File: src/rtl/vga_display_core.sv
// vga_display_core: 640x480@60 VGA timing generator with eight colour bars and a white frame
module vga_display_core #(
    parameter int H_ACTIVE = 640,
    parameter int H_FP     = 16,
    parameter int H_SYNC   = 96,
    parameter int H_BP     = 48,
    parameter int V_ACTIVE = 480,
    parameter int V_FP     = 10,
    parameter int V_SYNC   = 2,
    parameter int V_BP     = 33
) (
    input  logic clk_pix,
    input  logic rst,
    output logic vga_hs,
    output logic vga_vs,
    output logic vga_r,
    output logic vga_g,
    output logic vga_b
);
    localparam int H_TOTAL = H_ACTIVE + H_FP + H_SYNC + H_BP;
    localparam int V_TOTAL = V_ACTIVE + V_FP + V_SYNC + V_BP;
    localparam int HW      = $clog2(H_TOTAL);
    localparam int VW      = $clog2(V_TOTAL);
    localparam int BAR_W   = H_ACTIVE / 8;
    localparam int BW      = $clog2(BAR_W + 1);
    localparam logic [HW-1:0] H_LAST   = HW'(H_TOTAL - 1);
    localparam logic [HW-1:0] H_VIS    = HW'(H_ACTIVE);
    localparam logic [HW-1:0] H_RIGHT  = HW'(H_ACTIVE - 1);
    localparam logic [HW-1:0] HS_ON    = HW'(H_ACTIVE + H_FP);
    localparam logic [HW-1:0] HS_OFF   = HW'(H_ACTIVE + H_FP + H_SYNC);
    localparam logic [VW-1:0] V_LAST   = VW'(V_TOTAL - 1);
    localparam logic [VW-1:0] V_VIS    = VW'(V_ACTIVE);
    localparam logic [VW-1:0] V_BOT    = VW'(V_ACTIVE - 1);
    localparam logic [VW-1:0] VS_ON    = VW'(V_ACTIVE + V_FP);
    localparam logic [VW-1:0] VS_OFF   = VW'(V_ACTIVE + V_FP + V_SYNC);
    localparam logic [BW-1:0] BAR_LAST = BW'(BAR_W - 1);

    logic [HW-1:0] hcnt;
    logic [VW-1:0] vcnt;
    logic [BW-1:0] px;
    logic [2:0]    bar;
    logic          h_end;
    logic          visible;
    logic          frame_px;
    logic          hs_next;
    logic          vs_next;
    logic [2:0]    rgb_next;

    // Decode sync and colour from the current counters; bar colour bits are simple inversions of the bar index
    always_comb begin
        h_end    = hcnt == H_LAST;
        visible  = hcnt < H_VIS && vcnt < V_VIS;
        frame_px = hcnt == '0 || hcnt == H_RIGHT || vcnt == '0 || vcnt == V_BOT;
        rgb_next = !visible ? 3'b000 : frame_px ? 3'b111 : {~bar[1], ~bar[2], ~bar[0]};
        hs_next  = !(hcnt >= HS_ON && hcnt < HS_OFF);
        vs_next  = !(vcnt >= VS_ON && vcnt < VS_OFF);
    end

    // Pixel/line counters plus pixel-within-bar and bar counters that replace a divide by BAR_W
    always_ff @(posedge clk_pix or posedge rst) begin
        if (rst) begin
            hcnt <= '0;
            vcnt <= '0;
            px   <= '0;
            bar  <= '0;
        end else begin
            hcnt <= h_end ? '0 : hcnt + 1'b1;
            if (h_end)
                vcnt <= vcnt == V_LAST ? '0 : vcnt + 1'b1;
            px   <= (h_end || px == BAR_LAST) ? '0 : px + 1'b1;
            bar  <= h_end ? '0 : px == BAR_LAST ? bar + 1'b1 : bar;
        end
    end

    // Register the decoded outputs so the pins lag the counters by one clock
    always_ff @(posedge clk_pix or posedge rst) begin
        if (rst) begin
            vga_hs <= 1'b1;
            vga_vs <= 1'b1;
            {vga_r, vga_g, vga_b} <= 3'b000;
        end else begin
            vga_hs <= hs_next;
            vga_vs <= vs_next;
            {vga_r, vga_g, vga_b} <= rgb_next;
        end
    end
endmodule

File: config.mk
export PLATFORM = sky130hd
export DESIGN_NAME = vga_display_core
export DESIGN_NICKNAME = d
export VERILOG_FILES = /design/src/rtl/vga_display_core.sv
export SDC_FILE = /design/constraint.sdc
export NUM_CORES = 1
export LEC_CHECK = 0
export CORE_AREA = 2 2 62 58
export CTS_BUF_LIST = sky130_fd_sc_hd__clkbuf_16
export DETAILED_ROUTE_END_ITERATION = 12
export DIE_AREA = 0 0 64 60
export PLACE_DENSITY = 0.71
export SYNTH_ARGS = -nofsm -noshare
export SYNTH_HDL_FRONTEND = slang
export SYNTH_SLANG_ARGS = --single-unit
File: constraint.sdc
create_clock -name clk_pix -period 4.1 [get_ports clk_pix]
set_clock_uncertainty 0.2 [all_clocks]
set_input_delay 0.41 -clock clk_pix [delete_from_list [all_inputs] [get_ports clk_pix]]
set_output_delay 0.41 -clock clk_pix [all_outputs]
set_load 0.01 [all_outputs]
==> reports/results.tsv, run 1 <==
metric	value	unit
IO buf count	6	
Crit path arrival time	2330	ps
Met3 Wirelength	165	µm
Post-Syn Area	1680	µm²
CP Max Fanout	7	
FF/Latch Area	878	µm²
post-CTS resize count	0	
Main synth FF type	dfrtp_1	
Seq/Total Area, Yosys	52.2	%
DR iter-0 viols	85	
maxcap violations	0	
max frequency	422	MHz
postcts setup bufs	0	
# setup viols final	0	
Root Driver	clkbuf_16	
period utilization	57.8	%
fillers	269	
EDFF count, synth	0	
I/O pin count	7	
largest net degree at the start of global routing	36	
setup tns final	0	ps
CTS clock-pin slew for the worst setup and hold paths	50	ps
Mapped Avg Cell Area	10.4	µm²
CP Cell Sequence	or4b_1 > nor3_1 > nand3_1 > xnor2_1	
initial antenna violation count	0	
Post-Route WL	3020	µm
CP Launch Type	flip-flop	
Hold Path Depth	1	
routed wire length per instance	13.8	µm
routed via count	1242	
top cells by area, synth	dfrtp_1 49%, xnor2_1 6.2%, nor2_1 5.1%	
ANT nets after route	0	
global route overflow	0	
Inserted Clock Buffers	5	
CTS tree	done	
Initial Utilization	52.1	%
r2r worst-path depth	4	
row cnt	20	
DR DRC count	0	
detailed placement HPWL	2090	µm
Syn Nets	170	
slowest cell on the critical path	or4b_1	
Finished Layout Cells	218	
final RePlAce weighted congestion	0.848	
worst-skew pair later-pin latency	280	ps
first-pass GRT wire length	5330	µm
ys async rst share	100	%
die area	3840	µm²
Die Ht	60	µm
Yosys top cell area share	49.1	%
Die Width	64	µm
synth cell count leaders	33 x dfrtp_1, 23 x nor2_1, 12 x nand3_1, 12 x xnor2_1, 9 x xor2_1	
Static Leak	0.844	nW
Final Hold Viols	0	
slowest stage delay, CP	660	ps
minimum clock period	2370	ps
Worst VDD drop	0.000237	V
number of global-route vias before repair	1173	
worst-margin pin slew	628	ps
WL met1	1450	µm
# nets final	181	
clock buffer depth	2	
area of the multi-input gates	761	µm²
met2 WL	1350	µm
cts hold-fix bufs	0	
status	completed	
Slew Limit Fails	0	
vias per inst	5.70	
Syn Inst Count	162	
most frequent cell after synthesis	dfrtp_1	
GR Util All Layers	18.9	%
Hold Crit Class	flip-flop to flip-flop	
unrepaired setup endpoints after global routing	false	
Seq cells post-synth	35	
data required time of the worst path	4060	ps
H-tree level count	2	
YS warnings	0	
dominant cell type by area after synthesis	dfrtp_1	
highest metal used	met4	
slew margin rel.	57.8	%
CP Capture Type	flip-flop	
Power Density	364	nW/µm²
critical path type	flip-flop to flip-flop	
drt first pass iters	4	
Area growth syn-to-layout	14.6	%
Distinct cells, synth	37	
layout cells sized above 1	7.47	%
Core Footprint	3230	µm²
clock sinks	35	
Antenna Cells	0	
placed cell count	210	
-- registers in the layout, summed over array words and instances, names as in the netlist, 3 cells and up --
name,flops
px,7
bar,3
hcnt,10
vcnt,10
-- worst paths after layout --
kind | start | endpoint | slack [ps]
min in group asynchronous | rst | hcnt[6] | 330
worst min register to register | px[0] | px[0] | 260
worst max-delay path | hcnt[5] | vcnt[8] | 1730
worst min-delay path | px[0] | px[0] | 260
worst max register to register | hcnt[5] | vcnt[8] | 1730
max in group asynchronous | rst | vga_vs | 3040
-- per-stage QoR --
stage / utilization (%) / cell area, µm² / power (mW) / hold WS, ps / setup WS [ps]
finish: 59.7 / 1930 / 0.702 / 263 / 1730
global route: 59.7 / 1930 / 0.725 / 287 / 1530
CTS: 59.7 / 1930 / 0.713 / 266 / 1740
detailed placement: 55.5 / 1790 / 0.360 / 264 / 1740
global placement: 55.5 / 1790 / 0.360 / 235 / 1820
floorplan: - / 1680 / 0.357 / 225 / 1900
-- per-layer routing --
metal / GRT usage, % / up-vias
met3: 6.78 / 5
met2: 29.3 / 41
li1: - / 591
met1: 24.4 / 605
met4: 7.45 / 0
met5: 0 / -
-- placed cells by master, fill, tap and decap left out, drive strengths merged, types with 2 or more instances in the layout --
cell,Yosys,layout
clkbuf,2,5
clkdlybuf4s50,0,6
clkinv,0,2
and3,7,7
xnor2,12,12
and4,3,3
nand3,12,12
o21ai,4,4
or4,2,2
dfstp,2,2
nand2,8,8
nor3,3,3
inv,6,7
xor2,9,9
nor4,5,5
buf,2,2
a21oi,3,3
nor2,24,24
nand4,6,6
dfrtp,33,33
ha,6,6
nand4b,2,2
-- power breakdown --
part | total, mW | internal, mW | switching, mW
combinational | 0.00793 | 0.00152 | 0.00641
clock | 0.348 | 0.218 | 0.130
sequential | 0.346 | 0.346 | 0
-- final cells by class --
type,instances,area share [%]
clock buffer,5,6.49
clock inverter,3,0.584
inverter,6,1.17
multi-input combinational,117,39.5
sequential,35,45.6
tap,44,2.86
timing repair buffer,8,3.89
-- cells by family after synthesis --
kind of cell / after synthesis / share of synthesized area [%]
and+or+nand+nor: 78 / 25.0
DFF: 35 / 52.2
xor gates and xnor gates: 21 / 10.9
AOI/OAI and AO/OA: 11 / 4.24
buffers and inverters: 10 / 2.60
adders and majority gates: 6 / 4.46
muxes: 1 / 0.595
-- critical path, delay by kind of cell (launching register included) --
family / cells / cell delay, ps
XOR/XNOR: 1 / 180
AND/OR/NAND/NOR: 3 / 1430
flip-flops: 1 / 440
(Power assumes the default switching activity.)
==> run 2, diff against run 1 <==
clock period = 2.5 ns   (was 4.1 ns; I/O delays follow)
==> reports/results.tsv, run 2 (synthesized netlist as in run 1, its figures left out) <==
metric	value	unit	change
status	completed		
CP Capture Type	flip-flop		
data required time of the worst path	2460	ps	-1600 ps
commonest non-fill, non-tap cell in the layout	dfrtp_1		
slowest cell on the critical path	or4b_1		
Top Registers	hcnt (10), vcnt (10), px (7)		
max frequency	431	MHz	+2.1%
CTS tree	done		
CP bufs+invs	0		unchanged
unrepaired setup endpoints after global routing	false		
# nets final	182		+0.55%
Post-Route WL	3180	µm	+5.5%
Placed Area	1800	µm²	+0.42%
most frequent cells in the layout	33 x dfrtp_1, 23 x nor2_1, 12 x nand3_1, 12 x xnor2_1, 9 x xor2_1		
maxcap violations	0		unchanged
final RePlAce weighted congestion	0.859		+1.3%
Power Density	599	nW/µm²	+65%
Area growth syn-to-layout	15.1	%	
CP Max Fanout	7		unchanged
global route overflow	0		unchanged
Crit path arrival time	2280	ps	-50 ps
drt first pass iters	4		unchanged
initial antenna violation count	0		unchanged
row cnt	20		unchanged
CP Cell Sequence	or4b_1 > or4_4 > o221ai_1 > o31ai_1		
Inserted Clock Buffers	5		unchanged
Worst VDD drop	0.000354	V	+50%
clock sinks	35		unchanged
Antenna Cells	0		unchanged
FF/Latch Area	878	µm²	unchanged
Finished Layout Cells	219		+0.46%
CTS clock-pin slew for the worst setup and hold paths	50	ps	about the same
Root Driver	clkbuf_16		
Final Hold Viols	0		unchanged
ANT nets after route	0		unchanged
die area	3840	µm²	unchanged
minimum clock period	2320	ps	-48.7 ps
clock buffer depth	2		unchanged
IO buf count	6		unchanged
routed via count	1224		-1.4%
Initial Utilization	52.1	%	unchanged
fillers	257		-4.5%
placed cell count	211		+0.48%
postcts setup bufs	0		unchanged
CP Launch Type	flip-flop		
detailed placement HPWL	2270	µm	+8.4%
Die Width	64	µm	unchanged
Pwr Total	1.16	mW	+65%
critical path type	flip-flop to flip-flop		
period utilization	92.8	%	+35 points
routed wire length per instance	14.5	µm	+5.1%
H-tree level count	2		unchanged
area of the multi-input gates	761	µm²	unchanged
Die Ht	60	µm	unchanged
Core Footprint	3230	µm²	unchanged
cell area after layout	1940	µm²	+0.45%
CP top delay family	simple AND/OR/NAND/NOR gates		
GR Util All Layers	20.1	%	+1.2 points
vias per inst	5.59		-1.9%
Slew Limit Fails	0		unchanged
# setup viols final	0		unchanged
first-pass GRT wire length	5690	µm	+6.7%
slew margin rel.	71.4	%	+14 points
number of global-route vias before repair	1248		+6.4%
post-CTS resize count	0		unchanged
I/O pin count	7		unchanged
setup tns final	0	ps	unchanged
largest net degree at the start of global routing	36		unchanged
cts hold-fix bufs	0		unchanged
Static Leak	0.852	nW	+0.92%
slowest stage delay, CP	660	ps	about the same
Hold Crit Class	input port to async pin		
worst-skew pair later-pin latency	280	ps	about the same
DR DRC count	0		unchanged
worst-margin pin slew	429	ps	-199 ps
layout cells sized above 1	8.57	%	+1.1 points
DR iter-0 viols	106		+25%
run 2: cell types whose count changed in the layout (fill, tap and decap cells not counted), sizes merged:
cell  change
buf       +1
run 2: stage by stage:
stage                     setup WS [ps]  hold WS, ps  util (%)
final                               180          171      60.0
after global routing               67.9          266      60.0
after CTS                           168          189      60.0
after detailed placement            200          263      55.7
after global placement              263          240      55.7
after floorplan                     301          203         -
run 2: power by group:
group | internal [mW] | switching, mW | total [mW]
registers | 0.567 | 0 | 0.567
clock network | 0.359 | 0.220 | 0.579
logic | 0.00250 | 0.0106 | 0.0131
run 2: worst min-delay path: stages:
cell and delay (ps):
clkdlybuf4s50_1 400, inv_1 50, buf_4 370
run 2: layer usage:
metal	GRT usage (%)	vias up	part of all wire (%)
met3	6.78	14	4.2
met1	25.7	591	46
met2	31.1	25	47
met4	9.32	0	3.1
met5	0	-	0
li1	-	594	-
run 2: cell type report:
| type | count | area share [%] |
|---|---|---|
| Sequential cell | 35 | 45.3 |
| Multi-Input combinational cell | 117 | 39.3 |
| Clock buffer | 5 | 6.46 |
| Timing Repair Buffer | 9 | 4.26 |
| Tap cell | 44 | 2.84 |
| Inverter | 6 | 1.16 |
| Clock inverter | 3 | 0.646 |
run 2: worst paths after layout:
check	cells after the start	endpoint	start	slack, ps
setup reg to reg	4	vcnt[9]	hcnt[5]	180
setup / recovery	4	vcnt[9]	hcnt[5]	180
hold reg to reg	1	px[0]	px[0]	270
min in group clk_pix	1	px[0]	px[0]	270
max in group asynchronous	3	vga_vs	rst	1590
hold / removal	3	hcnt[1]	rst	170
==> run 3, diff against run 2 <==
CORE_AREA = 2 2 54 66   (was 2 2 62 58)
DIE_AREA = 0 0 56 68   (was 0 0 64 60)
==> reports/results.tsv, run 3 (synthesized netlist as in run 1, its figures left out) <==
metric	value	unit	change
Global Route met2 Usage	33.1	%	+2.0 points
Top Usage Layer GRT	met2		
CTS tree	done		
met1 Use GR	22.3	%	-3.4 points
Clk pwr share	54.0	%	+4.0 points
max frequency	433	MHz	+0.55%
Sw Share	18.2	%	-1.7 points
DR iter-0 viols	60		-43%
crit path to	vcnt[9]		
final worst setup slack	193	ps	+12.6 ps
first-pass GRT wire length	5640	µm	-0.84%
ANT nets after route	0		unchanged
H-tree level count	2		unchanged
Initial Utilization	52.2	%	+0.081 points
post-CTS resize count	0		unchanged
most frequent cells in the layout	33 x dfrtp_1, 23 x nor2_1, 12 x nand3_1, 12 x xnor2_1, 9 x xor2_1		
period utilization	92.3	%	-0.50 points
clock buffer depth	2		unchanged
setup tns final	0	ps	unchanged
Psw	0.229	mW	-0.56%
postcts setup bufs	0		unchanged
Top Registers	hcnt (10), vcnt (10), px (7)		
Power Density	646	nW/µm²	+7.9%
CP Launch Type	flip-flop		
R2R Path End	vcnt[9]		
slew margin rel.	71.6	%	+0.17 points
layout cells sized above 1	9.14	%	+0.57 points
Crit path arrival time	2260	ps	-20 ps
CTS clock-pin slew for the worst setup and hold paths	50	ps	about the same
# nets final	182		unchanged
met3 Use GR	5.10	%	-1.7 points
data required time of the worst path	2450	ps	about the same
CP Max Fanout	7		unchanged
Worst VDD drop	0.000414	V	+17%
Slew Limit Fails	0		unchanged
status	completed		
part of the power in combinational logic	1.0	%	about the same
number of global-route vias before repair	1278		+2.4%
r2r worst-path depth	4		unchanged
die area	3810	µm²	-0.83%
worst-skew pair later-pin latency	280	ps	about the same
critical path type	flip-flop to flip-flop		
CP Capture Type	flip-flop		
IO buf count	6		unchanged
initial antenna violation count	0		unchanged
Antenna Cells	0		unchanged
Pwr Total	1.26	mW	+8.9%
Setup crit start	hcnt[5]		
Root Driver	clkbuf_16		
Inserted Clock Buffers	5		unchanged
sequential share of power	44.9	%	-4.0 points
detailed placement HPWL	2310	µm	+1.8%
Pint	1.03	mW	+11%
Static Leak	0.861	nW	+1.0%
final core occ	60.6	%	+0.64 points
register-to-register setup slack	190	ps	about the same
unrepaired setup endpoints after global routing	false		
reg2reg start	hcnt[5]		
largest net degree at the start of global routing	36		unchanged
routed wire length per instance	15.4	µm	+5.8%
Die Ht	68	µm	+13%
vias per inst	5.80		+3.8%
Area growth syn-to-layout	16.1	%	
# setup viols final	0		unchanged
row cnt	23		+15%
final RePlAce weighted congestion	0.850		-0.98%
global route overflow	0		unchanged
maxcap violations	0		unchanged
Core Footprint	3220	µm²	-0.16%
commonest non-fill, non-tap cell in the layout	dfrtp_1		
pre-CTS WS	201	ps	+0.277 ps
Die Width	56	µm	-13%
cts hold-fix bufs	0		unchanged
I/O pin count	7		unchanged
routed via count	1230		+0.49%
clock sinks	35		unchanged
drt first pass iters	4		unchanged
GR Util All Layers	19.2	%	-0.86 points
Post-Route WL	3260	µm	+2.4%
minimum clock period	2310	ps	-12.6 ps
Hold Crit Class	input port to async pin		
DR DRC count	0		unchanged
Final Hold Viols	0		unchanged
worst-margin pin slew	426	ps	-2.55 ps
[run 3: cell type report]
cell class | count | area [µm²]
repair buffers | 9 | 82.6
fillers | 262 | 1270
clock inverters | 3 | 38.8
inverters | 6 | 22.5
well taps | 37 | 46.3
multi-input cells | 117 | 761
flip-flops and latches | 35 | 878
clock buffers | 5 | 125
[run 3: worst min-delay path by stage]
stage,startpoint,endpoint,depth (start not counted)
floorplan,rst,bar[0],1
global placement,px[0],px[0],1
detailed placement,px[0],px[0],1
CTS,rst,px[2],3
global route,rst,px[3],3
finish,rst,px[4],3
[run 3: layer usage]
metal  wire length [µm]  up-vias
met4                 73        0
met2               1640       18
met5                  0        -
met1               1450      607
met3                 95       10
li1                   -      595
[run 3: metrics by stage]
stage / hold slack, ps / std cells / cell area [µm²]
after floorplan: 203 / 162 / 1680
after global placement: 241 / 204 / 1790
after detailed placement: 246 / 204 / 1790
after CTS: 231 / 212 / 1950
after global routing: 266 / 212 / 1950
final: 195 / 212 / 1950
[run 3: worst max-delay path, cell delays in order (launching register included)]
cell and delay (ps):
dfrtp_1 440, or4b_1 670, or4_4 600, o221ai_1 180, o31ai_1 100
[run 3: power by group through the flow]
| stage | registers, mW | logic [mW] | clock network, mW |
|---|---|---|---|
| final | 0.567 | 0.0132 | 0.683 |
| after detailed placement | 0.577 | 0.0144 | 0 |
| after global placement | 0.577 | 0.0136 | 0 |
| after CTS | 0.567 | 0.0144 | 0.697 |
| after floorplan | 0.577 | 0.00831 | 0 |
| after global routing | 0.567 | 0.0159 | 0.715 |
